$ cat src/rtl/ifu_fetch_if.sv
// Fetch-unit bus bundle: instruction-memory request/response and the IR handoff to the EXU.
// master = IFU side, slave = memory/EXU side.
interface ifu_fetch_if #(
  parameter int PC_SIZE     = 32,
  parameter int INSTR_SIZE  = 32,
  parameter int RFIDX_WIDTH = 5
);
  logic                   ifu_req_valid;
  logic                   ifu_req_ready;
  logic [PC_SIZE-1:0]     ifu_req_pc;
  logic                   ifu_rsp_valid;
  logic                   ifu_rsp_ready;
  logic [INSTR_SIZE-1:0]  ifu_rsp_instr;
  logic [INSTR_SIZE-1:0]  ifu_o_ir;
  logic [PC_SIZE-1:0]     ifu_o_pc;
  logic [RFIDX_WIDTH-1:0] ifu_o_rs1idx;
  logic [RFIDX_WIDTH-1:0] ifu_o_rs2idx;
  logic                   ifu_o_prdt_taken;
  logic                   ifu_o_valid;
  logic                   ifu_o_ready;
  logic                   ifu_o_pc_vld;

  modport master (
    output ifu_req_valid, ifu_req_pc, ifu_rsp_ready,
           ifu_o_ir, ifu_o_pc, ifu_o_rs1idx, ifu_o_rs2idx, ifu_o_prdt_taken, ifu_o_valid, ifu_o_pc_vld,
    input  ifu_req_ready, ifu_rsp_valid, ifu_rsp_instr, ifu_o_ready
  );

  modport slave (
    input  ifu_req_valid, ifu_req_pc, ifu_rsp_ready,
           ifu_o_ir, ifu_o_pc, ifu_o_rs1idx, ifu_o_rs2idx, ifu_o_prdt_taken, ifu_o_valid, ifu_o_pc_vld,
    output ifu_req_ready, ifu_rsp_valid, ifu_rsp_instr, ifu_o_ready
  );
endinterface

$ cat src/rtl/ifu_fetch.sv
// RV32 instruction fetch: one outstanding request, one-entry IR, static prediction
// (JAL/JALR resolved locally, backward conditional branches predicted taken).
module ifu_fetch #(
  parameter int PC_SIZE     = 32,
  parameter int INSTR_SIZE  = 32,
  parameter int RFIDX_WIDTH = 5,
  parameter int XLEN        = 32
) (
  input  logic               clk,
  input  logic               rst,
  output logic [PC_SIZE-1:0] inspect_pc,
  input  logic [PC_SIZE-1:0] pc_rtvec,
  input  logic [XLEN-1:0]    rf2ifu_x1,
  input  logic [XLEN-1:0]    rf2ifu_rs1,
  ifu_fetch_if.master        ifu
);
  localparam logic [6:0] OP_JAL  = 7'b1101111;
  localparam logic [6:0] OP_JALR = 7'b1100111;
  localparam logic [6:0] OP_BR   = 7'b1100011;

  typedef enum logic [1:0] {S_REQ, S_RSP, S_JALR} state_t;

  state_t                 state, state_nxt;
  logic [PC_SIZE-1:0]     pc, pc_nxt, ir_pc, jalr_tgt;
  logic [INSTR_SIZE-1:0]  ir, ins;
  logic                   ir_valid, prdt_taken, prdt_nxt;
  logic                   rsp_fire, o_fire;
  logic [XLEN-1:0]        base;
  logic signed [20:0]     j_imm;
  logic signed [12:0]     b_imm;
  logic signed [11:0]     i_imm;

  assign ins      = ifu.ifu_rsp_instr;
  assign j_imm    = {ins[31], ins[19:12], ins[20], ins[30:21], 1'b0};
  assign b_imm    = {ins[31], ins[7], ins[30:25], ins[11:8], 1'b0};
  assign i_imm    = ir[31:20];
  assign rsp_fire = ifu.ifu_rsp_valid & ifu.ifu_rsp_ready;
  assign o_fire   = ir_valid & ifu.ifu_o_ready;

  // JALR base comes from the regfile before the JALR itself retires, so rd==rs1 is safe
  always_comb begin
    base = rf2ifu_rs1;
    if (ir[19:15] == 5'd0)      base = '0;
    else if (ir[19:15] == 5'd1) base = rf2ifu_x1;
  end
  assign jalr_tgt = (PC_SIZE'(base) + PC_SIZE'(i_imm)) & ~PC_SIZE'(1);

  always_ff @(posedge clk) begin
    if (rst) state <= S_REQ;
    else     state <= state_nxt;
  end

  always_comb begin
    state_nxt = state;
    pc_nxt    = pc;
    prdt_nxt  = 1'b0;
    case (state)
      S_REQ: if (ifu.ifu_req_ready) state_nxt = S_RSP;
      S_RSP: if (rsp_fire) begin
        state_nxt = S_REQ;
        pc_nxt    = pc + PC_SIZE'(4);
        case (ins[6:0])
          OP_JAL: begin
            pc_nxt   = pc + PC_SIZE'(j_imm);
            prdt_nxt = 1'b1;
          end
          OP_BR: if (b_imm[12]) begin
            pc_nxt   = pc + PC_SIZE'(b_imm);
            prdt_nxt = 1'b1;
          end
          OP_JALR: begin
            pc_nxt    = pc;
            prdt_nxt  = 1'b1;
            state_nxt = S_JALR;
          end
          default: ;
        endcase
      end
      S_JALR: if (o_fire) begin
        pc_nxt    = jalr_tgt;
        state_nxt = S_REQ;
      end
      default: state_nxt = S_REQ;
    endcase
  end

  always_comb begin
    ifu.ifu_req_valid = (state == S_REQ);
    ifu.ifu_rsp_ready = (state == S_RSP) & (~ir_valid | ifu.ifu_o_ready);
  end

  // a response load in the same cycle as an EXU handoff keeps ir_valid set
  always_ff @(posedge clk) begin
    if (rst) begin
      pc         <= pc_rtvec;
      ir         <= '0;
      ir_pc      <= '0;
      ir_valid   <= 1'b0;
      prdt_taken <= 1'b0;
    end else begin
      pc <= pc_nxt;
      if (rsp_fire) begin
        ir         <= ins;
        ir_pc      <= pc;
        ir_valid   <= 1'b1;
        prdt_taken <= prdt_nxt;
      end else if (o_fire) begin
        ir_valid <= 1'b0;
      end
    end
  end

  assign inspect_pc           = pc;
  assign ifu.ifu_req_pc       = pc;
  assign ifu.ifu_o_ir         = ir;
  assign ifu.ifu_o_pc         = ir_pc;
  assign ifu.ifu_o_rs1idx     = ir[19:15];
  assign ifu.ifu_o_rs2idx     = ir[24:20];
  assign ifu.ifu_o_prdt_taken = prdt_taken;
  assign ifu.ifu_o_valid      = ir_valid;
  assign ifu.ifu_o_pc_vld     = ir_valid;
endmodule

$ cat src/flat_wrapper.sv
// flat-port wrapper written by rule: the top's interface ports become plain ports
module ifu_fetch_flat 
#(
  parameter int PC_SIZE     = 32,
  parameter int INSTR_SIZE  = 32,
  parameter int RFIDX_WIDTH = 5,
  parameter int XLEN        = 32
)
  (clk, rst, inspect_pc, pc_rtvec, rf2ifu_x1, rf2ifu_rs1, ifu_ifu_req_valid, ifu_ifu_req_pc, ifu_ifu_rsp_ready, ifu_ifu_o_ir, ifu_ifu_o_pc, ifu_ifu_o_rs1idx, ifu_ifu_o_rs2idx, ifu_ifu_o_prdt_taken, ifu_ifu_o_valid, ifu_ifu_o_pc_vld, ifu_ifu_req_ready, ifu_ifu_rsp_valid, ifu_ifu_rsp_instr, ifu_ifu_o_ready);
  ifu_fetch_if #(.PC_SIZE(PC_SIZE), .INSTR_SIZE(INSTR_SIZE), .RFIDX_WIDTH(RFIDX_WIDTH)) ifu_i ();
  input  logic clk;
  input  logic rst;
  output logic [PC_SIZE-1:0] inspect_pc;
  input  logic [PC_SIZE-1:0] pc_rtvec;
  input  logic [XLEN-1:0] rf2ifu_x1;
  input  logic [XLEN-1:0] rf2ifu_rs1;
  output wire logic [$bits(ifu_i.ifu_req_valid)-1:0] ifu_ifu_req_valid;
  output wire logic [$bits(ifu_i.ifu_req_pc)-1:0] ifu_ifu_req_pc;
  output wire logic [$bits(ifu_i.ifu_rsp_ready)-1:0] ifu_ifu_rsp_ready;
  output wire logic [$bits(ifu_i.ifu_o_ir)-1:0] ifu_ifu_o_ir;
  output wire logic [$bits(ifu_i.ifu_o_pc)-1:0] ifu_ifu_o_pc;
  output wire logic [$bits(ifu_i.ifu_o_rs1idx)-1:0] ifu_ifu_o_rs1idx;
  output wire logic [$bits(ifu_i.ifu_o_rs2idx)-1:0] ifu_ifu_o_rs2idx;
  output wire logic [$bits(ifu_i.ifu_o_prdt_taken)-1:0] ifu_ifu_o_prdt_taken;
  output wire logic [$bits(ifu_i.ifu_o_valid)-1:0] ifu_ifu_o_valid;
  output wire logic [$bits(ifu_i.ifu_o_pc_vld)-1:0] ifu_ifu_o_pc_vld;
  input wire logic [$bits(ifu_i.ifu_req_ready)-1:0] ifu_ifu_req_ready;
  input wire logic [$bits(ifu_i.ifu_rsp_valid)-1:0] ifu_ifu_rsp_valid;
  input wire logic [$bits(ifu_i.ifu_rsp_instr)-1:0] ifu_ifu_rsp_instr;
  input wire logic [$bits(ifu_i.ifu_o_ready)-1:0] ifu_ifu_o_ready;
  assign ifu_ifu_req_valid = ifu_i.ifu_req_valid;
  assign ifu_ifu_req_pc = ifu_i.ifu_req_pc;
  assign ifu_ifu_rsp_ready = ifu_i.ifu_rsp_ready;
  assign ifu_ifu_o_ir = ifu_i.ifu_o_ir;
  assign ifu_ifu_o_pc = ifu_i.ifu_o_pc;
  assign ifu_ifu_o_rs1idx = ifu_i.ifu_o_rs1idx;
  assign ifu_ifu_o_rs2idx = ifu_i.ifu_o_rs2idx;
  assign ifu_ifu_o_prdt_taken = ifu_i.ifu_o_prdt_taken;
  assign ifu_ifu_o_valid = ifu_i.ifu_o_valid;
  assign ifu_ifu_o_pc_vld = ifu_i.ifu_o_pc_vld;
  assign ifu_i.ifu_req_ready = ifu_ifu_req_ready;
  assign ifu_i.ifu_rsp_valid = ifu_ifu_rsp_valid;
  assign ifu_i.ifu_rsp_instr = ifu_ifu_rsp_instr;
  assign ifu_i.ifu_o_ready = ifu_ifu_o_ready;
  ifu_fetch #(.PC_SIZE(PC_SIZE), .INSTR_SIZE(INSTR_SIZE), .RFIDX_WIDTH(RFIDX_WIDTH), .XLEN(XLEN)) u_core (.clk(clk), .rst(rst), .inspect_pc(inspect_pc), .pc_rtvec(pc_rtvec), .rf2ifu_x1(rf2ifu_x1), .rf2ifu_rs1(rf2ifu_rs1), .ifu(ifu_i));
endmodule
$ cat config.mk
export PLATFORM = sky130hd
export DESIGN_NAME = ifu_fetch_flat
export DESIGN_NICKNAME = d
export VERILOG_FILES = /design/src/rtl/ifu_fetch_if.sv /design/src/rtl/ifu_fetch.sv /design/src/flat_wrapper.sv
export SDC_FILE = /design/constraint.sdc
export NUM_CORES = 1
export LEC_CHECK = 0
export CORE_AREA = 2 2 100 198
export DETAILED_ROUTE_END_ITERATION = 10
export DIE_AREA = 0 0 102 200
export PLACE_DENSITY = 0.84
export SLEW_MARGIN = 20
export SYNTH_ARGS = -nofsm -noshare
export SYNTH_HDL_FRONTEND = slang
export SYNTH_SLANG_ARGS = --single-unit
$ cat constraint.sdc
create_clock -name clk -period 11.3 [get_ports clk]
set_input_delay 2.26 -clock clk [delete_from_list [all_inputs] [get_ports clk]]
set_output_delay 2.26 -clock clk [all_outputs]
set_load 0.005 [all_outputs]
==> impl_metrics.yaml, run 1 <==
global_route:
  grt_usage: 0.3392
  grt_max_degree: 69
  grt_pass1_wl_um: 54410
  grt_overflow: 0
  grt_pass1_vias: 10700
  antenna_found_initial: 0
pwr:
  powerDensity_nw_per_um2: 98.99
  leakagePower_nw: 5.006
  irDropWorstVdd_mv: 0.07141
setup_path:
  worst-path-buf-inv: 2
  reg2regPathDepth: 14
  path_cells: "clkdlybuf4s50_1 > nor2b_1 > nor3b_1 > clkdlybuf4s50_1"
  crit_fanout: 4
  cp-start-kind: "input pin"
  crit_top_cell: "clkdlybuf4s50_1"
  r2r_setup_slack_ps: 6480
  cp.depth: 4
  slowest_delay_ps: 570
  path_class: "input pin to output port"
  arrival_ps: 3770
  setup.worst_path.end_class: "output port"
  required_ps: 9040
  path_delay_family: "buffers and inverters"
  slowest_stage: "clkdlybuf4s50_1"
timing:
  rsz0062_at_grt: "false"
  hold_viol: 0
  relSlewSlack: 0.2895
  drv_slew: 0
  setup_viol: 0
  finClkSkew_ps: 12.72
  max_freq_ghz: 0.1657
  setup_ws_ps: 5266
  tightest_slew_ps: 1066
  fin_crit_ps: 6034
  fin_crit_sh: 0.5340
  setup_tns_ps: 0
synth:
  yosysWarnings: 0
  synth_top_area_cell: "dfxtp_1"
  synth_edf_count: 32
  syn_area_per_cell_um2: 7.340
  synth_nets: 1566
  synth_top_cells_by_area: "dfxtp_1 (14%), nand2_1 (10%), edfxtp_1 (9.7%), ha_1 (9.3%), a21oi_1 (8.3%)"
  synth-seq-cells: 100
  ys_seq_area_frac: 0.2333
  syn_inst: 1356
  synthFlopType: "dfxtp_1"
  synth_cell_types: 80
  async_reset_ff_frac: 0
  yosysTopAreaCellShare: 0.1368
  netlist_area_um2: 9953
floorplanning:
  placementRows: 71
  die_w_um: 102
  die_y_um: 200
  start_util: 0.5285
  ioPinCount: 276
  fp.coreArea_um2: 18830
  dieArea_um2: 20400
drt:
  post_drt_wl_per_cell_um: 19.63
  drt_iter0_markers: 810
  vias: 11110
  dr.pass1.iters: 5
  vias_per_cell: 6.161
  drc_errors: 0
  ant_nets: 0
  drt_wl_total_um: 35380
cells_and_area:
  nNetsFinal: 1753
  filler_cell_count: 1690
  num_antenna_cells: 0
  area_delta_synth_final_pct: 28.38
  multi_input_area_um2: 6932
  layout.area.seq_um2: 2322
  drive_gt1_frac: 0.04264
placed_design:
  numPortBuffers: 275
  dp_hpwl_um: 27350
  place_worst_setup_slack_ps: 5282
  routabilityCongestion: 0.9699
worst_hold_path:
  hold_class: "register to register"
  hold_depth: 2
cts:
  root_buffer: "clkbuf_16"
  cts_sinks: 100
  cts_made_buffers: 9
  cts-resized-gates: 0
  hold_buffers: 0
  clockBufferDepth: 2
  cts_setup_buffers: 0
  htree_levels: 3
  clk_latency_ps: 370
  cts_tree: "done"
  clk_pin_slew_worst_paths_ps: 70
job:
  maxCapViolations: 0
status:
  status: "completed"
final timing paths:
path,start,endpoint
setup / recovery,ifu_ifu_o_ready,ifu_ifu_rsp_ready
hold reg to reg,u_core.ifu.ifu_o_pc[18],u_core.ifu.ifu_o_pc[18]
setup reg to reg,u_core.ifu.ifu_o_ir[16],u_core.ifu.ifu_req_pc[20]
hold / removal,u_core.ifu.ifu_o_pc[18],u_core.ifu.ifu_o_pc[18]
flip-flops by register name, summed over array words and instances (netlist names):
| register | count |
|---|---|
| u_core.ifu.ifu_o_ir | 32 |
| u_core.ifu.ifu_req_pc | 32 |
| u_core.ifu.ifu_o_prdt_taken | 1 |
| u_core.ifu.ifu_o_pc | 32 |
| u_core.ifu.ifu_o_pc_vld | 1 |
| u_core.state | 2 |
synth_stat cells (4+ instances only):
| master | count |
|---|---|
| or3_1 | 5 |
| nand3_1 | 62 |
| o31ai_1 | 6 |
| a21boi_0 | 4 |
| a221oi_1 | 12 |
| edfxtp_1 | 32 |
| a21o_1 | 32 |
| clkbuf_8 | 4 |
| nand4_1 | 13 |
| nand2b_1 | 11 |
| o21bai_1 | 11 |
| a21oi_1 | 165 |
| and2_1 | 9 |
| mux2i_1 | 7 |
| buf_4 | 44 |
| o21a_1 | 15 |
| buf_1 | 6 |
| o221a_2 | 5 |
| o21ai_0 | 83 |
| a31oi_1 | 14 |
| a221o_1 | 4 |
| o21ai_1 | 5 |
| or2_2 | 4 |
| a22oi_1 | 4 |
| o221ai_1 | 9 |
| xor2_1 | 33 |
| and4_1 | 6 |
| ha_1 | 74 |
| and3_1 | 17 |
| dfxtp_1 | 68 |
| nor3_1 | 22 |
| o211ai_1 | 8 |
| xnor2_1 | 42 |
| mux2_2 | 4 |
| nor2_1 | 79 |
| nor3b_1 | 5 |
| clkbuf_1 | 53 |
| nor2b_1 | 11 |
| o22ai_1 | 12 |
| inv_1 | 21 |
| nand2_1 | 266 |
| a211oi_1 | 12 |
through the flow:
step | instances | instance area, µm² | hold WS [ps] | util | total power, mW
after floorplan | 1356 | 9953 | 452.7 | - | 0.7525
after global placement | 1787 | 12490 | 440.8 | 0.6630 | 0.9429
after detailed placement | 1787 | 12490 | 445.6 | 0.6630 | 0.9486
after CTS | 1803 | 12780 | 455.3 | 0.6784 | 1.262
after global routing | 1803 | 12780 | 470.4 | 0.6785 | 1.329
final | 1803 | 12780 | 453.2 | 0.6785 | 1.265
cell usage in the layout (no fill, tap or decap), drive strengths merged, types with 15 or more instances in the layout:
master	n
clkdlybuf4s50	274
inv	27
nor3	23
nor2	80
o21a	15
ha	74
and3	17
dfxtp	68
nand2	267
xnor2	42
a21o	34
xor2	33
o21ai	90
nand3	63
a21oi	165
edfxtp	32
cell type report:
class                      count  area share
multi-input combinational   1124      0.5424
sequential                   100      0.1817
clock buffer                   9     0.01762
timing repair buffer         286      0.2217
clock inverter                 7    0.005092
tap                          255     0.02497
inverter                      22    0.006462
kinds of logic (layout without fill, tap and decap cells):
logic type,after synthesis,in the layout,synth area share
adders and majority gates,77,77,0.09906
muxes,11,11,0.01157
and+or+nand+nor,524,524,0.2386
DFF,100,100,0.2333
AOI/OAI and AO/OA,437,437,0.2801
xor gates and xnor gates,75,75,0.06600
buffers and inverters,132,324,0.07140
metal layers:
metal	GRT usage	wire, µm
met1	0.3760	12710
met2	0.6135	18430
met3	0.04074	2302
met4	0.1881	1942
met5	0	0
worst reg2reg max path, delay by kind of cell, from the launching register on:
family	cells	cell delay, ps
AOI/OAI and AO/OA	10	2360
adders and majority gates	1	430
xor gates and xnor gates	1	120
DFF	1	390
and+or+nand+nor	2	1220
report_power, final:
| part | total [mW] | internal (mW) | leakage [nW] | switching, mW |
|---|---|---|---|---|
| Clock | 0.314 | 0.156 | 0.142 | 0.158 |
| Sequential | 0.438 | 0.397 | 0.864 | 0.0412 |
| Combinational | 0.513 | 0.241 | 4.00 | 0.272 |
| Total | 1.26 | 0.794 | 5.01 | 0.471 |
Note: power is estimated with default switching activity, not from simulation.
==> run 2, diff against run 1 <==
--- a/config.mk
+++ b/config.mk
@@ -5,10 +5,10 @@
 export SDC_FILE = /design/constraint.sdc
 export NUM_CORES = 1
 export LEC_CHECK = 0
-export CORE_AREA = 2 2 100 198
+export CORE_AREA = 2 2 109 216
 export DETAILED_ROUTE_END_ITERATION = 10
-export DIE_AREA = 0 0 102 200
-export PLACE_DENSITY = 0.84
+export DIE_AREA = 0 0 111 218
+export PLACE_DENSITY = 0.74
 export SLEW_MARGIN = 20
 export SYNTH_ARGS = -nofsm -noshare
 export SYNTH_HDL_FRONTEND = slang
==> constraint.sdc (replaced) <==
create_clock -name clk -period 5.45 [get_ports clk]
set_input_delay 1.09 -clock clk [delete_from_list [all_inputs] [get_ports clk]]
set_output_delay 1.09 -clock clk [all_outputs]
set_load 0.005 [all_outputs]
==> impl_metrics.yaml, run 2 (synthesis gave the netlist of run 1 again) <==
timing:
  fin_crit_sh: 0.8233
  setup_viol: 0
  tightest_slew_ps: 1009
  setup_tns_ps: 0
  finClkSkew_ps: 12.38
  setup_ws_ps: 963.2
  holdWs_ps: 454.1
  max_freq_ghz: 0.2229
  drv_slew: 0
  relSlewSlack: 0.3247
  fin_crit_ps: 4487
  hold_viol: 0
  rsz0062_at_grt: "false"
setup_path:
  path_delay_family: "compound AO/OA/AOI/OAI gates"
  crit_start: "u_core.ifu.ifu_o_ir[16]"
  crit_top_cell: "o21ai_0"
  reg2regPathDepth: 14
  setup.worst_path.end_class: "register"
  worst-path-buf-inv: 0
  slowest_delay_ps: 800
  slowest_stage: "or4_1"
  r2r-end: "u_core.ifu.ifu_req_pc[30]"
  crit_path_end: "u_core.ifu.ifu_req_pc[30]"
  arrival_ps: 4600
  required_ps: 5560
  crit_fanout: 12
  cp-start-kind: "register"
  r2r_setup_slack_ps: 960
  path_class: "register to register"
  path_cells: "or4_1 > nand2_1 > a21boi_0 > fa_1 > a21oi_1 > o21ai_0 > a211oi_1 > o31ai_1 > a21o_1 > a31oi_1 > o21a_1 > o21ai_0 > xor2_1 > o221a_2"
  r2r-start: "u_core.ifu.ifu_o_ir[16]"
  cp.depth: 14
cells_and_area:
  filler_cell_count: 2173
  area_delta_synth_final_pct: 29.44
  nNetsFinal: 1760
  layout_commonest_cell: "clkdlybuf4s50_1"
  num_antenna_cells: 0
  most-common-layout-cells: "clkdlybuf4s50_1 (274), nand2_1 (265), a21oi_1 (165)"
  drive_gt1_frac: 0.04630
  final_cells: 1835
  fin_util: 0.5715
  fin_area_um2: 12880
floorplanning:
  dieArea_um2: 24200
  placementRows: 78
  die_y_um: 218
  start_util: 0.4415
  ioPinCount: 276
  fp.coreArea_um2: 22540
  die_w_um: 111
placed_design:
  placed_area_um2: 12570
  routabilityCongestion: 0.9684
  place_worst_setup_slack_ps: 741.7
  dpl.cell_count: 1819
  dp_hpwl_um: 27780
  numPortBuffers: 275
drt:
  drc_errors: 0
  post_drt_wl_per_cell_um: 19.36
  vias_per_cell: 5.896
  drt_wl_total_um: 35520
  drt_iter0_markers: 824
  dr.pass1.iters: 5
  ant_nets: 0
  vias: 10820
global_route:
  grt_pass1_wl_um: 55120
  antenna_found_initial: 0
  grt_usage: 0.2809
  grt_overflow: 0
  grt_max_degree: 68
  grt_pass1_vias: 10680
cts:
  clockBufferDepth: 2
  cts_tree: "done"
  cts-resized-gates: 0
  root_buffer: "clkbuf_16"
  cts_setup_buffers: 0
  clk_latency_ps: 370
  clk_pin_slew_worst_paths_ps: 80
  cts_made_buffers: 9
  htree_levels: 3
  hold_buffers: 0
  cts_sinks: 100
worst_hold_path:
  hold_depth: 2
  hold_class: "register to register"
pwr:
  power_mw: 2.669
  powerDensity_nw_per_um2: 207.2
  irDropWorstVdd_mv: 0.1739
  leakagePower_nw: 5.054
status:
  status: "completed"
job:
  maxCapViolations: 0
==> run 2: cell count changes in the layout (fill, tap and decap cells not counted) <==
cell,delta
buf_4,+7
inv_6,+2
inv_8,-2
bufinv_16,+1
clkbuf_8,+1
clkinv_4,-1
clkinvlp_4,-1
or4_1,+1
or4_2,-1
==> run 2: worst min path at each step <==
stage | slack, ps | end | startpoint
after floorplan | 450 | u_core.ifu.ifu_o_ir[0] | u_core.ifu.ifu_o_ir[0]
after global placement | 440 | u_core.ifu.ifu_o_pc[18] | u_core.ifu.ifu_o_pc[18]
after detailed placement | 450 | u_core.ifu.ifu_o_pc[5] | u_core.ifu.ifu_o_pc[5]
after CTS | 460 | u_core.ifu.ifu_o_ir[3] | u_core.ifu.ifu_o_ir[3]
after global routing | 470 | u_core.ifu.ifu_o_pc[13] | u_core.ifu.ifu_o_pc[13]
final | 450 | u_core.ifu.ifu_o_ir[3] | u_core.ifu.ifu_o_ir[3]
==> run 2: cell type report <==
class	count	area [µm²]	share of cell area
clock buffer	10	239.0	0.01855
inverter	22	82.58	0.006410
sequential	100	2322	0.1802
multi-input combinational	1124	6930	0.5379
clock inverter	6	73.82	0.005730
tap	280	350.3	0.02719
timing repair buffer	293	2885	0.2239
==> run 2: report_power, final <==
part | internal (mW) | total (mW) | switching (mW)
clock | 0.378 | 0.693 | 0.315
sequential | 0.823 | 0.911 | 0.0881
combinational | 0.504 | 1.07 | 0.562
total | 1.70 | 2.67 | 0.965
==> run 2: layer usage <==
metal	up-vias	GRT usage	part of all wire
met5	-	0	0
met4	0	0.1183	0.038
met3	94	0.03419	0.059
met2	466	0.5321	0.52
met1	5000	0.3126	0.38
li1	5260	-	-
==> run 2: worst reg2reg max path: stages (launching register included) <==
cell	delay, ps
dfxtp_1	380
or4_1	800
nand2_1	160
a21boi_0	150
fa_1	440
a21oi_1	220
o21ai_0	160
a211oi_1	540
o31ai_1	150
a21o_1	250
a31oi_1	280
o21a_1	200
o21ai_0	110
xor2_1	150
o221a_2	240
